<file path="src/rtl/prog_loader.sv">
// Program loader: assembles a high-byte-first byte stream into 16-bit words,
// writes them to program RAM and releases the processor on the halt word.
module prog_loader #(
  parameter int unsigned ADDR_W   = 10,
  parameter int unsigned DEPTH    = 1024,
  parameter logic [15:0] END_WORD = 16'h3c00
) (
  input  logic              clk,
  input  logic              rst_n,
  input  logic              load_req,
  input  logic [7:0]        byte_in,
  input  logic              byte_vld,
  output logic              byte_rdy,
  output logic              ram_write_en,
  output logic [ADDR_W-1:0] ram_addr,
  output logic [15:0]       ram_din,
  output logic              start,
  output logic              done,
  output logic              overflow_err,
  output logic [ADDR_W:0]   word_count,
  output logic [15:0]       checksum
);

  typedef enum logic [2:0] {
    IDLE,
    LOAD_HI,
    LOAD_LO,
    WRITE,
    RUN,
    ERROR
  } state_t;

  state_t              state_q, state_d;
  logic [7:0]          hi_q, hi_d;
  logic [ADDR_W-1:0]   addr_q, addr_d;
  logic [15:0]         din_q, din_d;
  logic                start_q, start_d;
  logic                done_q, done_d;
  logic                ovf_q, ovf_d;
  logic [ADDR_W:0]     cnt_q, cnt_d;
  logic [15:0]         sum_q, sum_d;
  logic                hs;

  localparam logic [ADDR_W-1:0] LAST_ADDR = ADDR_W'(DEPTH - 1);

  // Ready and strobe decode from state alone, never from byte_vld.
  assign byte_rdy     = (state_q == LOAD_HI) || (state_q == LOAD_LO);
  assign ram_write_en = (state_q == WRITE);
  assign ram_addr     = addr_q;
  assign ram_din      = din_q;
  assign start        = start_q;
  assign done         = done_q;
  assign overflow_err = ovf_q;
  assign word_count   = cnt_q;
  assign checksum     = sum_q;

  assign hs = byte_vld && byte_rdy;

  always_comb begin
    state_d = state_q;
    hi_d    = hi_q;
    addr_d  = addr_q;
    din_d   = din_q;
    start_d = start_q;
    done_d  = 1'b0;
    ovf_d   = ovf_q;
    cnt_d   = cnt_q;
    sum_d   = sum_q;
    // A load request wins over everything, including a pending handshake.
    if (load_req) begin
      state_d = LOAD_HI;
      hi_d    = 8'h00;
      addr_d  = '0;
      cnt_d   = '0;
      sum_d   = 16'h0000;
      start_d = 1'b0;
      ovf_d   = 1'b0;
    end else begin
      unique case (state_q)
        LOAD_HI: begin
          if (hs) begin
            hi_d    = byte_in;
            state_d = LOAD_LO;
          end
        end
        LOAD_LO: begin
          if (hs) begin
            din_d   = {hi_q, byte_in};
            state_d = WRITE;
          end
        end
        WRITE: begin
          cnt_d = cnt_q + (ADDR_W+1)'(1);
          sum_d = sum_q + din_q;
          if (din_q == END_WORD) begin
            state_d = RUN;
            done_d  = 1'b1;
            start_d = 1'b1;
          end else if (addr_q == LAST_ADDR) begin
            state_d = ERROR;
            ovf_d   = 1'b1;
          end else begin
            addr_d  = addr_q + ADDR_W'(1);
            state_d = LOAD_HI;
          end
        end
        default: ;
      endcase
    end
  end

  always_ff @(posedge clk or negedge rst_n) begin
    if (!rst_n) begin
      state_q <= IDLE;
      hi_q    <= 8'h00;
      addr_q  <= '0;
      din_q   <= 16'h0000;
      start_q <= 1'b0;
      done_q  <= 1'b0;
      ovf_q   <= 1'b0;
      cnt_q   <= '0;
      sum_q   <= 16'h0000;
    end else begin
      state_q <= state_d;
      hi_q    <= hi_d;
      addr_q  <= addr_d;
      din_q   <= din_d;
      start_q <= start_d;
      done_q  <= done_d;
      ovf_q   <= ovf_d;
      cnt_q   <= cnt_d;
      sum_q   <= sum_d;
    end
  end

endmodule

</file>
<file path="config.mk">
export PLATFORM = sky130hd
export DESIGN_NAME = prog_loader
export DESIGN_NICKNAME = d
export VERILOG_FILES = /design/src/rtl/prog_loader.sv
export SDC_FILE = /design/constraint.sdc
export NUM_CORES = 1
export LEC_CHECK = 0
export BUFFER_PORTS_ARGS = -buffer_cell sky130_fd_sc_hd__buf_4
export CORE_UTILIZATION = 45
export DETAILED_ROUTE_END_ITERATION = 6
export PLACE_DENSITY = 0.74
export REMOVE_ABC_BUFFERS = 1
export SLEW_MARGIN = 20
export SYNTH_ARGS = -nofsm -noshare
export SYNTH_HDL_FRONTEND = slang
export SYNTH_SLANG_ARGS = --single-unit
</file>
<file path="constraint.sdc">
create_clock -name clk -period 4.7 [get_ports clk]
set_input_delay 0.705 -clock clk [delete_from_list [all_inputs] [get_ports clk]]
set_output_delay 0.705 -clock clk [all_outputs]
set_load 0.02 [all_outputs]
</file>
==> results.toml, run 1 <==
[finish]
drive_gt1_frac = 0.245
synthToLayoutAreaGrowth_pct = 21.4
nNetsFinal = 469
final_common_cell = "buf_4"
diodes = 0
final_core_util = 0.571
mostFrequentLayoutCells = "buf_4, dfrtp_1, nor2_1, nand2_1, a21oi_1"
fillCellCount = 705

[worst_setup_path]
crit_chain = "inv_1 > nand3_1 > buf_4 > inv_1 > buf_4"
cpPeakStageDelay_ns = 0.51
cp_num_buf_inv = 4
crit_path_end_kind = "output port"
crit_type = "flop to output port"
crit_fanout = 23
cpMaxStageDelayCell = "inv_1"
crit_required_ns = 3.99
worst_ep_arrival_time_ns = 2.03
startpoint_type = "flop"
crit_family = "buffers and inverters"

[yosys]
ys_warn_count = 0
syn_inst = 374
ys_seq_area_frac = 0.456
synth_cell_types = 52
synthArstFlopShare = 1.00
synth_edf_count = 0
synth_area_mm2 = 0.00367
synth-seq-cells = 67
synth_area_per_cell_um2 = 9.83
ys.flop_type = "dfrtp_1"

[pwr]
max-vdd-ir-drop_v = 0.000202
p_int_mw = 0.977
switching_share = 0.302
combPwrFrac = 0.180
leakage_nw = 2.12
power_switching_mw = 0.423
pwr_density_cell_mw_per_mm2 = 314
p_clk_frac = 0.354
power_frac_seq = 0.466

[sta]
tightest_slew_ns = 0.835
relSlewSlack = 0.440
setup_tns_ns = 0
rsz0062_at_grt = "no"
max_freq_mhz = 365
skew_ns = 0.00439
maxSlewViolCount = 0
setup-violations-final = 0
finalCriticalPeriod_ns = 2.74
hold_violations = 0
finalCritPeriodShare = 0.583

[cts]
clock_latency_ns = 0.34
holdBufCountCts = 0
postCtsSetupRepairBufs = 0
path_clk_slew_ns = 0.08
cts_root_buffer = "clkbuf_8"
numCtsBuffers = 9
cts_sinks = 67
cts_tree = "yes"
cts_resized = 0
htree_levels = 3
cts_buffer_depth = 2

[detailed_routing]
antenna_left = 0
drtIter0Drc = 166
vias = 3115
drc_errors = 0
routedWlPerCell_um = 16.3
routed_wl_mm = 8.91
drt_pass1_iterations = 5
via_per_inst = 5.71

[floorplan]
start_util = 0.471
die_h_um = 92.4
rows = 32
ios = 70
die_x_um = 92.4
dieArea_mm2 = 0.00853
fp.coreArea_mm2 = 0.00781

[global_routing]
grt_overflow_total = 0
met1_usage = 0.296
grt_pass1_wl_mm = 15.0
met3_usage = 0.0624
antenna_found_initial = 0
track_usage = 0.224
grt_use_met2 = 0.361
grt-busiest-layer = "met2"
grt_max_degree = 68
grt_pass1_vias = 3113

[status]
outcome = "finished, final reports clean"

[worst_hold_path]
hp-class = "input port to async pin"

[placed_design]
io_buffers = 69
place.gp.congestion = 0.923
dp_hpwl_mm = 6.31

[flow_run]
cap_violations = 0
-- final cells by class --
cell class / count / area, um2 / share of cell area
Tap cell: 102 / 128 / 0.0286
Clock buffer: 11 / 141 / 0.0317
Multi-Input combinational cell: 283 / 1900 / 0.426
Inverter: 8 / 30.0 / 0.00673
Clock inverter: 5 / 61.3 / 0.0137
Timing Repair Buffer: 70 / 526 / 0.118
Sequential cell: 67 / 1680 / 0.376
-- synthesized netlist by cell type (3+ instances only) --
master / n / share of area
o21ai_0: 17 / 0.023
clkbuf_1: 11 / 0.011
a21o_1: 4 / 0.0082
a21oi_1: 29 / 0.039
xor2_1: 10 / 0.024
nand2_1: 31 / 0.032
nor4b_1: 3 / 0.0072
dfrtp_1: 67 / 0.46
a211oi_1: 5 / 0.010
mux2i_1: 3 / 0.0082
inv_1: 8 / 0.0082
and3_1: 6 / 0.010
nor3_1: 6 / 0.0082
a22o_1: 8 / 0.019
or3_1: 3 / 0.0051
xnor2_1: 13 / 0.031
nor4_1: 3 / 0.0051
and2_1: 3 / 0.0051
o22ai_1: 3 / 0.0051
mux2_2: 18 / 0.055
nand3_1: 16 / 0.022
nand2b_1: 3 / 0.0051
nand4_1: 6 / 0.010
nand3b_1: 3 / 0.0061
o21bai_1: 3 / 0.0061
nor2_1: 40 / 0.041
a31oi_1: 3 / 0.0051
ha_1: 17 / 0.058
-- stage by stage --
step	total power, mW	hold WS, ns	worst slack (ns)	cell area [um2]	cells
after CTS	1.41	0.492	1.97	4460	546
after detailed placement	0.916	0.488	2.11	4260	530
after floorplan	0.800	0.409	2.34	3600	358
after global routing	1.47	0.514	1.80	4460	546
after global placement	0.910	0.484	2.17	4260	530
final	1.40	0.450	1.96	4460	546
-- power groups by stage --
stage	Sequential, mW	Clock [mW]	Combinational (mW)
2_1_floorplan	0.682	0	0.118
3_3_place_gp	0.663	0	0.247
3_5_place_dp	0.664	0	0.252
4_1_cts	0.653	0.506	0.253
5_1_grt	0.657	0.534	0.277
6_report	0.653	0.495	0.252
-- worst paths after layout --
path | depth (start not counted) | slack [ns] | start | end
worst min-delay path | 1 | 0.45 | rst_n | word_count[8]
min in group clk | 2 | 0.51 | start | start
worst max register to register | 9 | 2.19 | ram_din[0] | checksum[10]
worst max-delay path | 5 | 1.96 | state_q[2] | ram_write_en
max in group asynchronous | 1 | 3.69 | rst_n | hi_q[0]
worst min register to register | 2 | 0.51 | start | start
-- flip-flops by register name (all words and copies together) (netlist names) --
| register | count |
|---|---|
| ram_addr | 10 |
| word_count | 11 |
| start | 1 |
| done | 1 |
| overflow_err | 1 |
| ram_din | 16 |
| hi_q | 8 |
| checksum | 16 |
| state_q | 3 |
-- worst register-to-register path, cell delays in order (launching register included) --
cell,delay [ns]
dfrtp_1,0.41
ha_1,0.20
inv_1,0.06
fa_1,0.37
nand2b_1,0.20
a211oi_1,0.33
o21ai_0,0.18
a21boi_1,0.19
mux2_2,0.36
o22ai_1,0.13
-- logic make-up after synthesis --
family / after synthesis / share of synthesized area
and+or+nand+nor: 137 / 0.193
AOI/OAI and AO/OA: 84 / 0.142
DFF: 67 / 0.456
buffers and inverters: 24 / 0.0272
xor gates and xnor gates: 23 / 0.0548
muxes: 21 / 0.0633
adders and majority gates: 18 / 0.0633
-- per-layer routing --
layer  vias up  share of wire  routed length (um)
met5         -              0                   0
met4         0          0.011                 102
met3         9          0.062                 550
met2       105           0.48                4300
met1      1522           0.44                3950
li1       1479              -                   -
No activity file was read; power rests on OpenSTA's default activity.
==> run 2, diff against run 1 <==
--- a/config.mk
+++ b/config.mk
@@ -8,7 +8,7 @@
 export BUFFER_PORTS_ARGS = -buffer_cell sky130_fd_sc_hd__buf_4
 export CORE_UTILIZATION = 45
 export DETAILED_ROUTE_END_ITERATION = 6
-export PLACE_DENSITY = 0.74
+export PLACE_DENSITY = 0.77
 export REMOVE_ABC_BUFFERS = 1
 export SLEW_MARGIN = 20
 export SYNTH_ARGS = -nofsm -noshare
==> constraint.sdc (replaced) <==
create_clock -name clk -period 2.3 [get_ports clk]
set_input_delay 0.345 -clock clk [delete_from_list [all_inputs] [get_ports clk]]
set_output_delay 0.345 -clock clk [all_outputs]
set_load 0.02 [all_outputs]
==> results.toml, run 2 (synthesis gave the netlist of run 1 again) <==
[sta]
hold_violations = 0
setup-violations-final = 0
setup_tns_ns = 0
finalCriticalPeriod_ns = 2.21
max_freq_mhz = 454
skew_ns = 0.0127
finalCritPeriodShare = 0.959
maxSlewViolCount = 0
postLayoutSetupSlackWorst_ns = 0.0950
relSlewSlack = 0.501
rsz0062_at_grt = "no"
tightest_slew_ns = 0.745

[cts]
htree_levels = 3
clock_latency_ns = 0.37
cts_root_buffer = "clkbuf_8"
numCtsBuffers = 9
cts_tree = "yes"
path_clk_slew_ns = 0.08
cts_buffer_depth = 2
postCtsSetupRepairBufs = 0
cts_sinks = 67

[detailed_routing]
met3_wirelength_um = 473
via_per_inst = 5.69
vias = 3239
dr_wl_met2_mm = 4.65
drt_pass1_iterations = 6
wl_met1_mm = 4.18
drc_errors = 0
top_layer = "met4"
routed_wl_mm = 9.53
antenna_left = 0
drtIter0Drc = 166
routedWlPerCell_um = 16.7

[finish]
nNetsFinal = 492
synthToLayoutAreaGrowth_pct = 27.9
diodes = 0
drive_gt1_frac = 0.298
fillCellCount = 662
final_common_cell = "buf_4"
mostFrequentLayoutCells = "buf_4, dfrtp_1, nor2_1, nand2_1, a21oi_1"

[worst_setup_path]
crit_fanout = 3
crit_type = "flop to flop"
worst_ep_arrival_time_ns = 2.49
crit_path_end_kind = "flop"
crit_required_ns = 2.59
startpoint_type = "flop"

[placed_design]
io_buffers = 69
dp_hpwl_mm = 7.01
dp_slack_ns = -0.0563
place.gp.congestion = 0.907

[global_routing]
grt_pass1_vias = 3116
grt_max_degree = 38
track_usage = 0.240
grt_pass1_wl_mm = 15.7
antenna_found_initial = 0
grt_overflow_total = 0

[floorplan]
ios = 70
dieArea_mm2 = 0.00853
start_util = 0.471
rows = 32
die_x_um = 92.4
fp.coreArea_mm2 = 0.00781
die_h_um = 92.4

[status]
outcome = "finished, final reports clean"

[worst_hold_path]
hp-class = "input port to flop"

[pwr]
max-vdd-ir-drop_v = 0.000366
leakage_nw = 2.26
pwr_density_cell_mw_per_mm2 = 653

[flow_run]
cap_violations = 0
[run 2: cell types whose count changed in the layout (fill, tap and decap cells not counted), sizes merged]
cell,delta
buf,+22
clkbuf,-2
bufinv,+1
clkinv,-1
clkinvlp,+1
dlygate4sd3,+1
inv,+1
[run 2: timing repair]
item	in CTS	in global routing
pin swaps	0	5
endpoints found under the hold margin	35	0
endpoints found under the setup margin	2	5
hold buffers	1	0
gates resized for setup	1	9
[run 2: layout make-up]
type	count	area (um2)	share of cell area
repair buffers	93	701	0.149
inverters	8	30.0	0.00639
well taps	102	128	0.0272
multi-input cells	283	1940	0.413
clock buffers	9	124	0.0264
flip-flops and latches	67	1680	0.357
clock inverters	7	98.8	0.0210
[run 2: critical path, cell delays in order, from the launching register on]
cell and delay (ns):
dfrtp_1 0.37, ha_2 0.19, inv_1 0.05, fa_2 0.35, nand2b_4 0.17, a211oi_4 0.28, o21ai_1 0.12, a21boi_1 0.15
mux2_2 0.35, o22ai_1 0.12
[run 2: per-stage QoR]
stage | power [mW] | instances | hold slack, ns | utilization | area (um2)
after global placement | 1.93 | 552 | 0.342 | 0.567 | 4420
final | 3.07 | 569 | 0.207 | 0.602 | 4700
after detailed placement | 1.95 | 552 | 0.345 | 0.567 | 4420
after floorplan | 1.64 | 358 | 0.0494 | - | 3600
after CTS | 3.06 | 569 | 0.206 | 0.597 | 4660
after global routing | 3.19 | 569 | 0.224 | 0.602 | 4700
[run 2: power breakdown]
group / switching [mW] / internal (mW) / total (mW) / leakage (nW)
logic: 0.355 / 0.273 / 0.628 / 1.23
clock network: 0.508 / 0.617 / 1.13 / 0.110
registers: 0.0695 / 1.24 / 1.31 / 0.917
[run 2: path summary, 6_finish.rpt]
path                       cells after the start  slack [ns]       endpoint       start
max                                            9        0.09   checksum[10]  ram_din[0]
min                                            2        0.21        hi_q[6]  byte_in[6]
max reg2reg                                    9        0.09   checksum[10]  ram_din[0]
min reg2reg                                    1        0.50        hi_q[6]     hi_q[6]
max in group asynchronous                      3        1.21  word_count[2]       rst_n
min in group asynchronous                      2        0.47    checksum[2]       rst_n
[run 2: per-layer routing]
layer  vias to the layer above  track usage
met5                         -            0
li1                       1524            -
met1                      1603        0.325
met2                        92        0.375
met4                         0        0.109
met3                        20       0.0427
==> run 3, diff against run 2 <==
--- a/config.mk
+++ b/config.mk
@@ -8,7 +8,7 @@
 export BUFFER_PORTS_ARGS = -buffer_cell sky130_fd_sc_hd__buf_4
 export CORE_UTILIZATION = 45
 export DETAILED_ROUTE_END_ITERATION = 6
-export PLACE_DENSITY = 0.77
+export PLACE_DENSITY = 0.74
 export REMOVE_ABC_BUFFERS = 1
 export SLEW_MARGIN = 20
 export SYNTH_ARGS = -nofsm -noshare
==> constraint.sdc (replaced) <==
create_clock -name clk -period 2.4 [get_ports clk]
set_input_delay 0.36 -clock clk [delete_from_list [all_inputs] [get_ports clk]]
set_output_delay 0.36 -clock clk [all_outputs]
set_load 0.01 [all_outputs]
==> results.toml, run 3 (synthesis gave the netlist of run 1 again) <==
[sta]
rsz0062_at_grt = "yes"
finalCriticalPeriod_ns = 2.25
relSlewSlack = 0.426
maxSlewViolCount = 0
skew_ns = 0.0102
whs_ns = 0.115
setup_tns_ns = 0
hold_violations = 0
finalCritPeriodShare = 0.939
tightest_slew_ns = 0.861
max_freq_mhz = 444
setup-violations-final = 0

[cts]
cts_sinks = 67
htree_levels = 3
clock_latency_ns = 0.35
cts_buffer_depth = 2
cts_tree = "yes"
holdBufCountCts = 0
path_clk_slew_ns = 0.07
numCtsBuffers = 9
cts_root_buffer = "clkbuf_8"

[detailed_routing]
drtIter0Drc = 182
routedWlPerCell_um = 16.2
antenna_left = 0
drc_errors = 0
routed_wl_mm = 9.07
drt_pass1_iterations = 4
via_per_inst = 5.53
vias = 3087

[floorplan]
rows = 32
ios = 70
start_util = 0.471
die_h_um = 92.4
dieArea_mm2 = 0.00853
fp.coreArea_mm2 = 0.00781
die_x_um = 92.4

[global_routing]
grt_pass1_wl_mm = 14.9
grt_pass1_vias = 3021
grt_max_degree = 68
grt_overflow_total = 0
track_usage = 0.229
antenna_found_initial = 0

[finish]
final_common_cell = "buf_4"
mostFrequentLayoutCells = "buf_4, dfrtp_1, nor2_1, nand2_1, a21oi_1"
synthToLayoutAreaGrowth_pct = 24.3
drive_gt1_frac = 0.270
nNetsFinal = 481
final_core_util = 0.585
diodes = 0
fin_cells = 558
finalInstanceArea_mm2 = 0.00457

[flow_run]
cap_violations = 0

[worst_setup_path]
cp_num_buf_inv = 1
crit_required_ns = 2.66
crit_type = "flop to flop"
worst_ep_arrival_time_ns = 2.51
crit_chain = "ha_2 > inv_1 > fa_1 > nand2b_4 > a211oi_4 > o21ai_1 > a21boi_1 > mux2_2 > o22ai_1"
cpPeakStageDelay_ns = 0.38
crit_fanout = 3
cpMaxStageDelayCell = "fa_1"
crit_path_end_kind = "flop"
crit_family = "compound AO/OA/AOI/OAI gates"
startpoint_type = "flop"

[placed_design]
io_buffers = 69
dpl_cell_area_mm2 = 0.00435
dp_hpwl_mm = 6.51
placed_cells = 542
place.gp.congestion = 0.892

[pwr]
max-vdd-ir-drop_v = 0.000352
leakage_nw = 2.18
pwr_density_cell_mw_per_mm2 = 592

[status]
outcome = "finished, final reports clean"

[worst_hold_path]
hp-class = "input port to async pin"
run 3: per-layer routing:
metal / vias up / share of wire / GRT usage
met2: 73 / 0.48 / 0.359
li1: 1500 / - / -
met5: - / 0 / 0
met1: 1494 / 0.45 / 0.309
met3: 20 / 0.044 / 0.0328
met4: 0 / 0.025 / 0.117
run 3: worst paths after layout:
path	startpoint	end	slack, ns	cells after the start
worst min register to register	start	start	0.50	2
worst min-delay path	rst_n	word_count[8]	0.12	1
max in group asynchronous	rst_n	start	1.71	1
worst max register to register	checksum[0]	checksum[10]	0.15	9
min in group clk	byte_in[4]	hi_q[4]	0.24	2
worst max-delay path	checksum[0]	checksum[10]	0.15	9
run 3: through the flow:
stage / setup WS, ns / power [mW]
finish: 0.146 / 2.70
global route: -0.0197 / 2.84
CTS: 0.0392 / 2.72
detailed placement: -0.0624 / 1.78
global placement: 0.0293 / 1.78
floorplan: 0.123 / 1.52
run 3: cell type report:
type                    instances  area, um2
fillers                       694       3240
multi-input cells             283       1930
flip-flops and latches         67       1680
repair buffers                 82        616
clock buffers                  14        153
well taps                     102        128
clock inverters                 2       35.0
inverters                       8       30.0
run 3: timing repair:
action                     4_1_cts  5_1_grt
pin swaps                        0        4
gates resized for setup          1        7
setup endpoints to repair        2        3
buffers inserted                 0        0
run 3: power by group:
| group | switching (mW) | internal, mW |
|---|---|---|
| logic | 0.277 | 0.236 |
| clock network | 0.421 | 0.509 |
| registers | 0.0673 | 1.19 |
| total | 0.766 | 1.94 |
